File: src/rtl/shift_sequencer.sv
// Command-driven sequencer owning an N-bit shift register: load, shift and rotate, one bit per clock.
// Latency: zero-step commands finish in 1 cycle; amt=k>0 takes k step cycles plus 1 done cycle.
// Backpressure: cmd_ready is high only in IDLE; cmd_* inputs are ignored while it is low.
module shift_sequencer #(
  parameter int N  = 4,
  parameter int AW = 3
) (
  input  logic          clk,
  input  logic          rst_n,
  input  logic          cmd_valid,
  output logic          cmd_ready,
  input  logic [2:0]    cmd_op,
  input  logic [AW-1:0] cmd_amt,
  input  logic          cmd_fill,
  input  logic [N-1:0]  cmd_data,
  output logic [N-1:0]  q,
  output logic          sh_en,
  output logic          sh_dir,
  output logic          sh_in,
  output logic          out_bit,
  output logic          busy,
  output logic          done
);

  typedef enum logic [1:0] {
    ST_IDLE  = 2'd0,
    ST_SHIFT = 2'd1,
    ST_DONE  = 2'd2
  } state_t;

  localparam logic [2:0] OP_LOAD = 3'b001;
  localparam logic [2:0] OP_SHL  = 3'b010;
  localparam logic [2:0] OP_SHR  = 3'b011;
  localparam logic [2:0] OP_ROL  = 3'b100;
  localparam logic [2:0] OP_ROR  = 3'b101;

  state_t        state_q, state_d;
  logic [2:0]    op_q, op_d;
  logic          fill_q, fill_d;
  logic [AW-1:0] cnt_q, cnt_d;
  logic [N-1:0]  data_q, data_d;
  logic          out_bit_q, out_bit_d;

  logic accept;
  logic cmd_is_step;

  assign accept      = cmd_valid & cmd_ready;
  // Only shift/rotate opcodes with a nonzero amount need the SHIFT state.
  assign cmd_is_step = (cmd_op >= OP_SHL) && (cmd_op <= OP_ROR) && (cmd_amt != '0);

  assign q       = data_q;
  assign out_bit = out_bit_q;

  // State register; reset aborts any command in flight without a done pulse.
  always_ff @(posedge clk or negedge rst_n) begin
    if (!rst_n) begin
      state_q <= ST_IDLE;
    end else begin
      state_q <= state_d;
    end
  end

  // Next-state logic: the step counter reaching 1 marks the final step.
  always_comb begin
    state_d = state_q;
    case (state_q)
      ST_IDLE: begin
        if (accept) begin
          state_d = cmd_is_step ? ST_SHIFT : ST_DONE;
        end
      end
      ST_SHIFT: begin
        if (cnt_q == AW'(1)) begin
          state_d = ST_DONE;
        end
      end
      ST_DONE:  state_d = ST_IDLE;
      default:  state_d = ST_IDLE;
    endcase
  end

  // Output logic: shifter controls are valid the cycle before the edge that applies the step.
  always_comb begin
    cmd_ready = 1'b0;
    busy      = 1'b0;
    done      = 1'b0;
    sh_en     = 1'b0;
    sh_dir    = 1'b0;
    sh_in     = 1'b0;
    case (state_q)
      ST_IDLE: begin
        cmd_ready = 1'b1;
      end
      ST_SHIFT: begin
        busy   = 1'b1;
        sh_en  = 1'b1;
        sh_dir = (op_q == OP_SHR) || (op_q == OP_ROR);
        case (op_q)
          OP_ROL:  sh_in = data_q[N-1];
          OP_ROR:  sh_in = data_q[0];
          default: sh_in = fill_q;
        endcase
      end
      ST_DONE: begin
        busy = 1'b1;
        done = 1'b1;
      end
      default: ;
    endcase
  end

  // Datapath next state: command latch on accept, one step per SHIFT cycle driven by the
  // same sh_dir/sh_in an external shifter would see, so both stay in lock-step.
  always_comb begin
    op_d      = op_q;
    fill_d    = fill_q;
    cnt_d     = cnt_q;
    data_d    = data_q;
    out_bit_d = out_bit_q;
    if (accept) begin
      op_d   = cmd_op;
      fill_d = cmd_fill;
      cnt_d  = cmd_is_step ? cmd_amt : '0;
      if (cmd_op == OP_LOAD) begin
        data_d = cmd_data;
      end
    end else if (sh_en) begin
      cnt_d = cnt_q - AW'(1);
      if (sh_dir) begin
        data_d    = {sh_in, data_q[N-1:1]};
        out_bit_d = data_q[0];
      end else begin
        data_d    = {data_q[N-2:0], sh_in};
        out_bit_d = data_q[N-1];
      end
    end
  end

  // Datapath registers; reset discards the latched command and clears the register.
  always_ff @(posedge clk or negedge rst_n) begin
    if (!rst_n) begin
      op_q      <= '0;
      fill_q    <= 1'b0;
      cnt_q     <= '0;
      data_q    <= '0;
      out_bit_q <= 1'b0;
    end else begin
      op_q      <= op_d;
      fill_q    <= fill_d;
      cnt_q     <= cnt_d;
      data_q    <= data_d;
      out_bit_q <= out_bit_d;
    end
  end

endmodule

File: config.mk
export PLATFORM = sky130hd
export DESIGN_NAME = shift_sequencer
export DESIGN_NICKNAME = d
export VERILOG_FILES = /design/src/rtl/shift_sequencer.sv
export SDC_FILE = /design/constraint.sdc
export NUM_CORES = 1
export LEC_CHECK = 0
export CAP_MARGIN = 5
export CORE_MARGIN = 2
export CORE_UTILIZATION = 46
export CTS_CLUSTER_SIZE = 12
export DETAILED_ROUTE_END_ITERATION = 8
export HOLD_SLACK_MARGIN = 0.08
export PLACE_DENSITY = 0.75
export REMOVE_ABC_BUFFERS = 1
export SLEW_MARGIN = 20
export SYNTH_ARGS = -nofsm -noshare
export SYNTH_HDL_FRONTEND = slang
export SYNTH_SLANG_ARGS = --single-unit
File: constraint.sdc
create_clock -name clk -period 1.9 [get_ports clk]
set_input_delay 0.285 -clock clk [delete_from_list [all_inputs] [get_ports clk]]
set_output_delay 0.285 -clock clk [all_outputs]
set_load 0.02 [all_outputs]
==> impl_summary.log <==
INFO  metric worst-path-max-fanout = 4
INFO  metric crit_path_start_kind = flop
INFO  metric rsz0062_at_grt = false
INFO  metric ctsHtreeMaxLevel = 1
INFO  metric grt_overflow_total = 0
INFO  metric timing_hold_violations_final = 0
INFO  metric die-width = 47.29 um
INFO  metric max-slew-margin-rel = 57.68%
INFO  metric setup_viol_count_final = 0
INFO  metric final_min_period_over_clock_period = 93.22%
INFO  metric synthToLayoutAreaGrowth = 39.48%
INFO  metric netlist_instances = 97
INFO  metric mappedNetlistArea = 862.1 um2
INFO  metric postSynth.asyncResetShare = 100.0%
INFO  metric drt-pass1-iter-count = 4
INFO  metric mostFrequentLayoutCells = nand2_1 (18), clkdlybuf4s50_1 (18), dfrtp_1 (14)
INFO  metric period_minus_slack = 1771 ps
INFO  metric final_layout_size_suffix_gt1_share = 13.95%
INFO  metric ant_nets = 0
INFO  metric slew_violations = 0
INFO  metric detail_route.iter0.violations = 15
INFO  metric power.switching_fraction = 43.08%
INFO  metric tritoncts_sink_count = 14
INFO  metric grt_usage = 21.76%
INFO  metric pin_count_of_the_biggest_net_entering_global_routing = 15
INFO  metric hold_path.class = in -> async
INFO  metric die_y = 47.29 um
INFO  metric drt-vias-per-instance = 5.052
INFO  metric cellPowerDensity = 1511 nW/um2
INFO  metric postPlaceCellArea = 1174 um2
INFO  metric gp_congestion = 0.7919
INFO  metric cp.required = 2120 ps
INFO  metric power.share.sequential = 31.1%
INFO  metric max_cap_violations = 0
INFO  metric timing.setup.critical_path_class = reg -> reg
INFO  metric cts-root-to-sink-buffers = 2
INFO  metric hold_buffers = 0
INFO  metric antenna_violations_before_repair = 0
INFO  metric drt-wirelength-per-cell = 13.00 um
INFO  metric yosysWarnings = 0
INFO  metric number_of_buffers_added_by_the_clock_tree_synthesis_step = 3
INFO  metric timing.critical_path.arrival = 1990 ps
INFO  metric fin_setup_tns = 0 ps
INFO  metric power.leakage = 0.5878 nW
INFO  metric synth_sequential_area_ratio = 40.64%
INFO  metric io-pin-count = 25
INFO  metric die-area = 2236 um2
INFO  metric wire_length_of_the_first_global_routing_pass = 3229 um
INFO  metric synth_enable_flop_cells = 0
INFO  metric placement_rows = 15
INFO  metric synth_cell_types = 30
INFO  metric pwr-share-comb = 56.6%
INFO  metric tritoncts = yes
INFO  metric switching_power = 0.7828 mW
INFO  metric postRouteWirelength = 2002 um
INFO  metric synth-seq-cells = 14
INFO  metric timing.fmax = 564.6 MHz
INFO  metric nNetsFinal = 149
INFO  metric initial_utilization = 49.39%
INFO  metric internal_power = 1.034 mW
INFO  metric drc = 0
INFO  metric route.vias.total = 778
INFO  metric cts_setup_buffers = 0
INFO  metric core_ar = 1745 um2
INFO  metric clock-root-buffer = clkbuf_4
INFO  metric finClkSkew = 4.448 ps
INFO  metric postSynthAreaPerCell = 8.887 um2
INFO  metric grt_pass1_vias = 735
INFO  metric yosysTopAreaCell = dfrtp_1
INFO  metric finalInstanceArea = 1202 um2
INFO  metric number_of_i_o_port_buffers = 24
INFO  metric status = complete, no violations
INFO  metric antennaDiodeCount = 0
INFO  metric worst_margin_slew = 632.8 ps
INFO  metric synth.top_cells.by_area = dfrtp_1 (41%), nand2_1 (7.8%), ha_1 (7.3%)
INFO  metric dp_hpwl = 1582 um
INFO  metric synth_largest_type_area_fraction = 40.64%
INFO  metric worst_skew_pair.late_latency = 290 ps
INFO  metric power_frac_clock = 12.3%
INFO  metric crit_path_end_kind = flop
INFO  metric synthFlopType = dfrtp_1
INFO  metric clk_pin_slew_worst_paths = 90 ps
INFO  metric ir_drop = 0.0007075 V
[worst paths after layout]
| kind | cells past startpoint | start | slack [ps] | endpoint |
|---|---|---|---|---|
| worst max-delay path | 7 | state_q[1] | 130 | q[3] |
| worst min-delay path | 1 | rst_n | 380 | op_q[2] |
| worst min register to register | 2 | fill_q | 490 | fill_q |
| worst max register to register | 7 | state_q[1] | 130 | q[3] |
| min in group clk | 2 | fill_q | 490 | fill_q |
| max in group asynchronous | 1 | rst_n | 1110 | state_q[1] |
[what timing repair did]
action / 4_1_cts / 5_1_grt
gates cloned: 0 / 0
setup endpoints to repair: 5 / 5
resized for setup: 7 / 7
[power groups by stage]
stage          Clock, mW  Sequential, mW  Combinational, mW
2_1_floorplan          0           0.605              0.595
3_3_place_gp           0           0.565               1.04
3_5_place_dp           0           0.572               1.06
4_1_cts            0.229           0.565               1.04
5_1_grt            0.242           0.586               1.15
6_report           0.223           0.565               1.03
[registers in the layout, summed over array words and instances (netlist names)]
register	count
cnt_q	3
fill_q	1
op_q	3
out_bit	1
q	4
state_q	2
[through the flow]
step	instances	worst slack (ps)	hold slack (ps)	total power [mW]	util, %
2_1_floorplan	94	-112.1	-10.59	1.200	-
3_3_place_gp	150	61.68	494.6	1.610	67.24
3_5_place_dp	150	16.40	476.1	1.637	67.24
4_1_cts	154	31.94	392.2	1.832	69.10
5_1_grt	154	13.67	435.9	1.983	68.89
6_report	154	128.9	379.8	1.817	68.89
[routing by layer]
| layer | GRT usage [%] | vias up | wire [um] |
|---|---|---|---|
| li1 | - | 397 | - |
| met4 | 10.00 | 0 | 42 |
| met2 | 36.49 | 17 | 977 |
| met1 | 26.48 | 359 | 907 |
| met5 | 0 | - | 0 |
| met3 | 4.615 | 5 | 75 |
[cells in the mapped netlist, drive strengths merged, types with 3 or more instances]
cell   number
dfrtp      14
nand2      19
ha          5
a21oi       6
and2        4
nor2        5
mux2i       4
o21ai       3
inv         9
[worst max-delay path, cell delays in order, from the launching register on]
cell     delay, ps
dfrtp_1        390
inv_1           80
ha_1           190
and2_4         170
nand2_2         60
buf_4          150
or4b_1         520
a21oi_1        140
[cells by family after synthesis]
group	share of synthesized area, %
simple gates	21.04
mux	4.645
buf+inv	5.370
flops	40.64
fa+ha+maj	7.257
xor+xnor	3.920
compound gates	17.12
[area by class of cell]
type / instances / area [um2]
clock buffer: 4 / 36.28
fill: 144 / 543.0
inverter: 9 / 33.78
timing repair buffer: 31 / 281.5
tap: 25 / 31.28
multi-input combinational: 71 / 469.2
sequential: 14 / 350.3
(Power assumes the default switching activity.)
